`src/rtl/bus_src_arbiter_pkg.sv`:
```
// Shared types and constants for the 4-source bus arbiter and its mux select encoding.
package bus_pkg;

    localparam int NSRC = 4;

    localparam logic [1:0] SEL_A = 2'b00;
    localparam logic [1:0] SEL_B = 2'b01;
    localparam logic [1:0] SEL_C = 2'b10;
    localparam logic [1:0] SEL_D = 2'b11;

    typedef enum logic {
        IDLE  = 1'b0,
        GRANT = 1'b1
    } state_t;

    // One-hot bit for a source index, used to clear or mask a granted source.
    function automatic logic [NSRC-1:0] onehot4(input logic [1:0] idx);
        onehot4 = 4'b0001 << idx;
    endfunction

endpackage

```
`src/rtl/bus_src_arbiter_if.sv`:
```
// Source-side and bus-side signals of the arbiter; master = arbiter, slave = sources and consumer.
interface bus_src_arbiter_if
    import bus_pkg::*;
#(
    parameter int W = 4
);
    logic [NSRC-1:0]   src_valid;
    logic [NSRC*W-1:0] src_data;
    logic [NSRC-1:0]   src_ready;
    logic [W-1:0]      a;
    logic [W-1:0]      b;
    logic [W-1:0]      c;
    logic [W-1:0]      d;
    logic              x;
    logic              y;
    logic              bus_valid;
    logic              bus_ready;

    modport master (
        input  src_valid, src_data, bus_ready,
        output src_ready, a, b, c, d, x, y, bus_valid
    );

    modport slave (
        output src_valid, src_data, bus_ready,
        input  src_ready, a, b, c, d, x, y, bus_valid
    );
endinterface

```
`src/rtl/bus_src_arbiter_rr_pick4.sv`:
```
// Combinational round-robin picker: first set request bit scanning upward from last+1, wrapping.
module rr_pick4 (
    input  logic [3:0] req,
    input  logic [1:0] last,
    output logic       any,
    output logic [1:0] idx
);

    logic       any_s;
    logic [1:0] idx_s;
    logic [1:0] cand_s;

    // Scan from the farthest candidate down so the nearest one after last wins.
    always_comb begin
        any_s  = 1'b0;
        idx_s  = 2'b00;
        cand_s = 2'b00;
        for (int k = 4; k >= 1; k--) begin
            cand_s = last + 2'(k);
            any_s  = any_s | req[cand_s];
            idx_s  = req[cand_s] ? cand_s : idx_s;
        end
    end

    assign any = any_s;
    assign idx = idx_s;

endmodule

```
`src/rtl/bus_src_arbiter.sv`:
```
// Captures four sources into one-deep holding registers and drives the mux select round-robin
// under a valid/ready handshake with the bus consumer.
module bus_src_arbiter
    import bus_pkg::*;
#(
    parameter int W = 4
) (
    input  logic              clk,
    input  logic              rst_n,
    bus_src_arbiter_if.master bus
);

    state_t          state_r;
    state_t          state_nxt_s;
    logic [NSRC-1:0] full_r;
    logic [W-1:0]    hold_r [NSRC];
    logic [1:0]      last_r;
    logic [1:0]      sel_r;
    logic            bus_valid_r;

    logic [NSRC-1:0] cap_s;
    logic [NSRC-1:0] clr_s;
    logic [NSRC-1:0] mask_req_s;
    logic            handshake_s;
    logic            any_idle_s;
    logic [1:0]      idx_idle_s;
    logic            any_next_s;
    logic [1:0]      idx_next_s;
    logic            sel_load_s;
    logic [1:0]      sel_nxt_s;
    logic            bus_valid_nxt_s;

    assign handshake_s = bus_valid_r & bus.bus_ready;
    assign cap_s       = bus.src_valid & ~full_r;
    assign clr_s       = handshake_s ? onehot4(sel_r) : 4'b0000;
    // The post-handshake pick must not see the source being popped this edge.
    assign mask_req_s  = full_r & ~onehot4(sel_r);

    rr_pick4 u_pick_idle (
        .req  (full_r),
        .last (last_r),
        .any  (any_idle_s),
        .idx  (idx_idle_s)
    );

    rr_pick4 u_pick_next (
        .req  (mask_req_s),
        .last (sel_r),
        .any  (any_next_s),
        .idx  (idx_next_s)
    );

    // FSM state register.
    always_ff @(posedge clk or negedge rst_n) begin
        if (!rst_n) begin
            state_r <= IDLE;
        end else begin
            state_r <= state_nxt_s;
        end
    end

    // FSM next-state logic.
    always_comb begin
        state_nxt_s = state_r;
        case (state_r)
            IDLE: begin
                if (any_idle_s) begin
                    state_nxt_s = GRANT;
                end else begin
                    state_nxt_s = IDLE;
                end
            end
            GRANT: begin
                if (handshake_s && !any_next_s) begin
                    state_nxt_s = IDLE;
                end else begin
                    state_nxt_s = GRANT;
                end
            end
            default: state_nxt_s = IDLE;
        endcase
    end

    // FSM output logic: next values for the registered select and bus_valid.
    always_comb begin
        sel_load_s      = 1'b0;
        sel_nxt_s       = sel_r;
        bus_valid_nxt_s = bus_valid_r;
        case (state_r)
            IDLE: begin
                bus_valid_nxt_s = any_idle_s;
                if (any_idle_s) begin
                    sel_load_s = 1'b1;
                    sel_nxt_s  = idx_idle_s;
                end else begin
                    sel_load_s = 1'b0;
                end
            end
            GRANT: begin
                if (handshake_s) begin
                    bus_valid_nxt_s = any_next_s;
                    sel_load_s      = any_next_s;
                    sel_nxt_s       = any_next_s ? idx_next_s : sel_r;
                end else begin
                    bus_valid_nxt_s = 1'b1;
                end
            end
            default: begin
                bus_valid_nxt_s = 1'b0;
            end
        endcase
    end

    // Datapath registers: holding regs, full flags, round-robin pointer, select and bus_valid.
    always_ff @(posedge clk or negedge rst_n) begin
        if (!rst_n) begin
            full_r      <= 4'b0000;
            last_r      <= 2'b11;
            sel_r       <= SEL_A;
            bus_valid_r <= 1'b0;
            for (int i = 0; i < NSRC; i++) begin
                hold_r[i] <= '0;
            end
        end else begin
            bus_valid_r <= bus_valid_nxt_s;
            full_r      <= (full_r | cap_s) & ~clr_s;
            if (sel_load_s) begin
                sel_r <= sel_nxt_s;
            end
            if (handshake_s) begin
                last_r <= sel_r;
            end
            for (int i = 0; i < NSRC; i++) begin
                if (cap_s[i]) begin
                    hold_r[i] <= bus.src_data[i*W +: W];
                end
            end
        end
    end

    assign bus.src_ready = ~full_r;
    assign bus.a         = hold_r[0];
    assign bus.b         = hold_r[1];
    assign bus.c         = hold_r[2];
    assign bus.d         = hold_r[3];
    assign bus.x         = sel_r[1];
    assign bus.y         = sel_r[0];
    assign bus.bus_valid = bus_valid_r;

endmodule

```
`src/flat_wrapper.sv`:
```
// flat-port wrapper written by rule: the top's interface ports become plain ports
module bus_src_arbiter_flat import bus_pkg::*;
#(
    parameter int W = 4
)
  (clk, rst_n, bus_src_valid, bus_src_data, bus_bus_ready, bus_src_ready, bus_a, bus_b, bus_c, bus_d, bus_x, bus_y, bus_bus_valid);
  bus_src_arbiter_if #(.W(W)) bus_i ();
  input  logic clk;
  input  logic rst_n;
  input wire logic [$bits(bus_i.src_valid)-1:0] bus_src_valid;
  input wire logic [$bits(bus_i.src_data)-1:0] bus_src_data;
  input wire logic [$bits(bus_i.bus_ready)-1:0] bus_bus_ready;
  output wire logic [$bits(bus_i.src_ready)-1:0] bus_src_ready;
  output wire logic [$bits(bus_i.a)-1:0] bus_a;
  output wire logic [$bits(bus_i.b)-1:0] bus_b;
  output wire logic [$bits(bus_i.c)-1:0] bus_c;
  output wire logic [$bits(bus_i.d)-1:0] bus_d;
  output wire logic [$bits(bus_i.x)-1:0] bus_x;
  output wire logic [$bits(bus_i.y)-1:0] bus_y;
  output wire logic [$bits(bus_i.bus_valid)-1:0] bus_bus_valid;
  assign bus_i.src_valid = bus_src_valid;
  assign bus_i.src_data = bus_src_data;
  assign bus_i.bus_ready = bus_bus_ready;
  assign bus_src_ready = bus_i.src_ready;
  assign bus_a = bus_i.a;
  assign bus_b = bus_i.b;
  assign bus_c = bus_i.c;
  assign bus_d = bus_i.d;
  assign bus_x = bus_i.x;
  assign bus_y = bus_i.y;
  assign bus_bus_valid = bus_i.bus_valid;
  bus_src_arbiter #(.W(W)) u_core (.clk(clk), .rst_n(rst_n), .bus(bus_i));
endmodule
```
`config.mk`:
```
export PLATFORM = sky130hd
export DESIGN_NAME = bus_src_arbiter_flat
export DESIGN_NICKNAME = d
export VERILOG_FILES = /design/src/rtl/bus_src_arbiter_pkg.sv /design/src/rtl/bus_src_arbiter_if.sv /design/src/rtl/bus_src_arbiter_rr_pick4.sv /design/src/rtl/bus_src_arbiter.sv /design/src/flat_wrapper.sv
export SDC_FILE = /design/constraint.sdc
export NUM_CORES = 1
export LEC_CHECK = 0
export CORE_MARGIN = 2
export CORE_UTILIZATION = 40
export CTS_CLUSTER_DIAMETER = 40
export CTS_CLUSTER_SIZE = 14
export DETAILED_ROUTE_END_ITERATION = 6
export DONT_BUFFER_PORTS = 1
export PLACE_DENSITY = 0.62
export SLEW_MARGIN = 10
export SYNTH_ARGS = -nofsm -noshare
export SYNTH_HDL_FRONTEND = slang
export SYNTH_SLANG_ARGS = --single-unit
```
`constraint.sdc`:
```
create_clock -name clk -period 5.9 [get_ports clk]
set_input_delay 0.59 -clock clk [delete_from_list [all_inputs] [get_ports clk]]
set_output_delay 0.59 -clock clk [all_outputs]
set_load 0.02 [all_outputs]
```
==> summary.txt <==
Clock tree
  • CTS Sinks: 25
  • CTS tree: yes
  • Post-cts resize count: 0
  • H-tree lvl count: 1
  • Clk root buf: clkbuf_4
  • Clock slew at reported path FFs: 0.14 ns
  • CTS Hold Bufs: 1
  • CTS Buffer Depth: 2
  • Setup bufs post-CTS: 0
  • Clock Latency Late Sink: 0.32 ns
  • CTS buffer count: 3

Synthesis
  • Synth top area cells: dfrtp_1, mux2_2, dfstp_2
  • Post-Syn Nets: 153
  • Number of unique standard cell types used by synthesis: 36
  • Async SR Flop Fraction: 1.000
  • Number of synthesized register bits: 25
  • Synth Instances: 126
  • Cell with the most instances after synthesis: dfrtp_1
  • Mapped Avg Cell Area: 10.79 um2
  • Sequential fraction of the synthesis area: 0.4618
  • Cell Area, Synth: 1360 um2
  • Main synth FF type: dfrtp_1
  • Number of synthesized flops with an enable pin: 0
  • Yosys warnings: 0
  • Area leader, netlist: dfrtp_1
  • Synth top area share: 0.4232
  • Top post-synthesis cells by count: dfrtp_1, mux2_2, nor2_1

Route
  • Antenna-violating nets left: 0
  • First-pass DRT Iterations: 4
  • Post-route DRC: 0
  • Vias: 965
  • Vias per cell: 5.676
  • DR WL/cell: 16.58 um
  • Iter 0 DRT Violations: 29
  • DRT Wirelength: 2.819 mm

Cells and area
  • # nets final: 152
  • Share of cells above drive strength 1: 0.2258
  • Inserted Diodes: 0
  • Non-Filler Instances: 170
  • Area grow syn2layout: 4.140%

Timing
  • Min Tclk post-route: 2.495 ns
  • Fin Clk Skew: 0.005412 ns
  • Normalized max-slew margin: 0.2685
  • Period utilisation layout: 0.4228
  • Hold Slack: 0.09399 ns
  • Final setup TNS: 0 ns
  • Max-slew violation count: 0
  • Worst slew pin tran: 1.094 ns
  • Final Hold Viols: 0
  • Fmax: 400.9 MHz
  • RSZ-0062 raised after global routing: no
  • Final setup fails: 0

Placement
  • Routability cong.: 0.8308
  • Post-Place Cells: 165
  • DPL Wire Length: 2.073 mm
  • Buffers on Ports: 0

Setup path
  • Crit path DAT: 2.74 ns
  • Required time of the critical path: 6.14 ns
  • Maximum fanout along the worst path: 20
  • Crit end category: flip-flop
  • Startpoint Class: flip-flop
  • Critical path class: flip-flop to flip-flop

Die
  • Core Area: 3311 um2
  • DIE WIDTH: 62.31 um
  • Io pins: 46
  • Num rows: 21
  • Die area: 3883 um2
  • Initial core utilization: 0.4108
  • Die Y: 62.31 um

Global route
  • Largest net degree at the start of global routing: 24
  • Total GRT Usage: 0.1513
  • GR Overflow Total: 0
  • Vias in the first global route: 995
  • Initial antenna violation count: 0
  • First-pass GRT wire length: 4.733 mm

Power and ir drop
  • Power per cell area: 599.2 nW/um2
  • P_leak: 0.5801 nW
  • Power Total: 848.7 uW
  • Maximum VDD drop: 0.1984 mV

Hold path
  • Type of the worst min-delay path: input pin to async pin

Run
  • Maxcap violations: 0

Run status
  • Status: complete, no violations
[worst max-delay path, cell delays in order (launching register included)]
cell and delay [ns]:
dfrtp_1 0.82, inv_1 0.21, ha_1 0.29, or3b_4 0.39, a21oi_2 0.16, o32ai_1 0.10
a41o_1 0.26, a221oi_2 0.20
[flip-flops by register name, indices dropped and copies added, names as in the netlist]
name and count:
u_core.bus.a 4, u_core.bus.c 4, u_core.sel_r 2, u_core.bus.bus_valid 1, u_core.bus.b 4, u_core.full_r 4
u_core.bus.d 4, u_core.last_r 2
[cell usage in the layout, fill, tap and decap left out, drive strengths merged]
master / synthesis / routed
or3b: 1 / 1
a32oi: 1 / 1
o32ai: 1 / 1
mux2: 18 / 18
dfstp: 2 / 2
nor4: 1 / 1
o31a: 1 / 1
o21ai: 7 / 7
a21oi: 8 / 8
clkbuf: 2 / 3
nand2b: 6 / 6
a41o: 1 / 1
inv: 6 / 6
a2111oi: 1 / 1
nand3b: 2 / 2
a221oi: 3 / 3
clkinvlp: 0 / 1
mux2i: 1 / 1
ha: 4 / 4
dfrtp: 23 / 23
nor3b: 1 / 1
or3: 1 / 1
o211a: 1 / 1
or4: 1 / 1
nor2: 9 / 9
nor2b: 7 / 7
o211ai: 3 / 3
o22ai: 1 / 1
and2: 1 / 1
nand2: 4 / 4
nor3: 2 / 2
dlygate4sd3: 0 / 1
or2: 1 / 1
[final timing paths]
check | start | endpoint | slack (ns) | cells after the start
worst max-delay path | u_core.sel_r[0]$_DFFE_PN0P_ | u_core.sel_r[0]$_DFFE_PN0P_ | 3.41 | 7
worst min-delay path | rst_n | u_core.last_r[0]$_DFFE_PN1P_ | 0.09 | 0
worst max register to register | u_core.sel_r[0]$_DFFE_PN0P_ | u_core.sel_r[0]$_DFFE_PN0P_ | 3.41 | 7
worst min register to register | u_core.last_r[0]$_DFFE_PN1P_ | u_core.last_r[0]$_DFFE_PN1P_ | 0.65 | 1
max in group asynchronous | rst_n | u_core.bus.b[3]$_DFFE_PN0P_ | 4.34 | 1
min in group clk | bus_src_valid[3] | u_core.full_r[3]$_DFF_PN0_ | 0.41 | 2
[metal layers]
layer,vias up,track usage,routed length (um)
met1,471,0.1960,1174
met4,0,0.04722,19
met2,42,0.2486,1374
li1,450,-,-
met3,2,0.03986,250
met5,-,0,0
[logic make-up (layout without fill, tap and decap cells)]
logic type / count (synthesis) / count (layout) / synth area share
and+or+nand+nor: 37 / 37 / 0.1546
buffers and inverters: 13 / 11 / 0.04692
DFF: 25 / 25 / 0.4618
muxes: 19 / 19 / 0.1564
adders and majority gates: 4 / 4 / 0.03680
AOI/OAI and AO/OA: 28 / 28 / 0.1435
[where the power goes]
part	switching [mW]	leakage [nW]	total, mW	internal, mW
combinational	0.162	0.283	0.322	0.161
clock	0.0525	0.0139	0.0783	0.0259
sequential	0.190	0.283	0.448	0.258
total	0.405	0.580	0.849	0.444
[through the flow]
stage          cell area (um2)    util  setup slack (ns)
5_1_grt                   1416  0.4278             3.229
3_5_place_dp              1376  0.4157             3.432
6_report                  1416  0.4278             3.405
2_1_floorplan             1360       -             3.861
3_3_place_gp              1376  0.4157             3.547
4_1_cts                   1416  0.4278             3.402
[area by class of cell]
cell class / instances / area (um2)
Fill cell: 356 / 1894
Multi-Input combinational cell: 88 / 668.1
Sequential cell: 25 / 628.1
Tap cell: 46 / 57.56
Clock buffer: 3 / 22.52
Inverter: 6 / 22.52
Timing Repair Buffer: 1 / 10.01
Clock inverter: 1 / 7.507
Power figures use the tool's default switching activity.
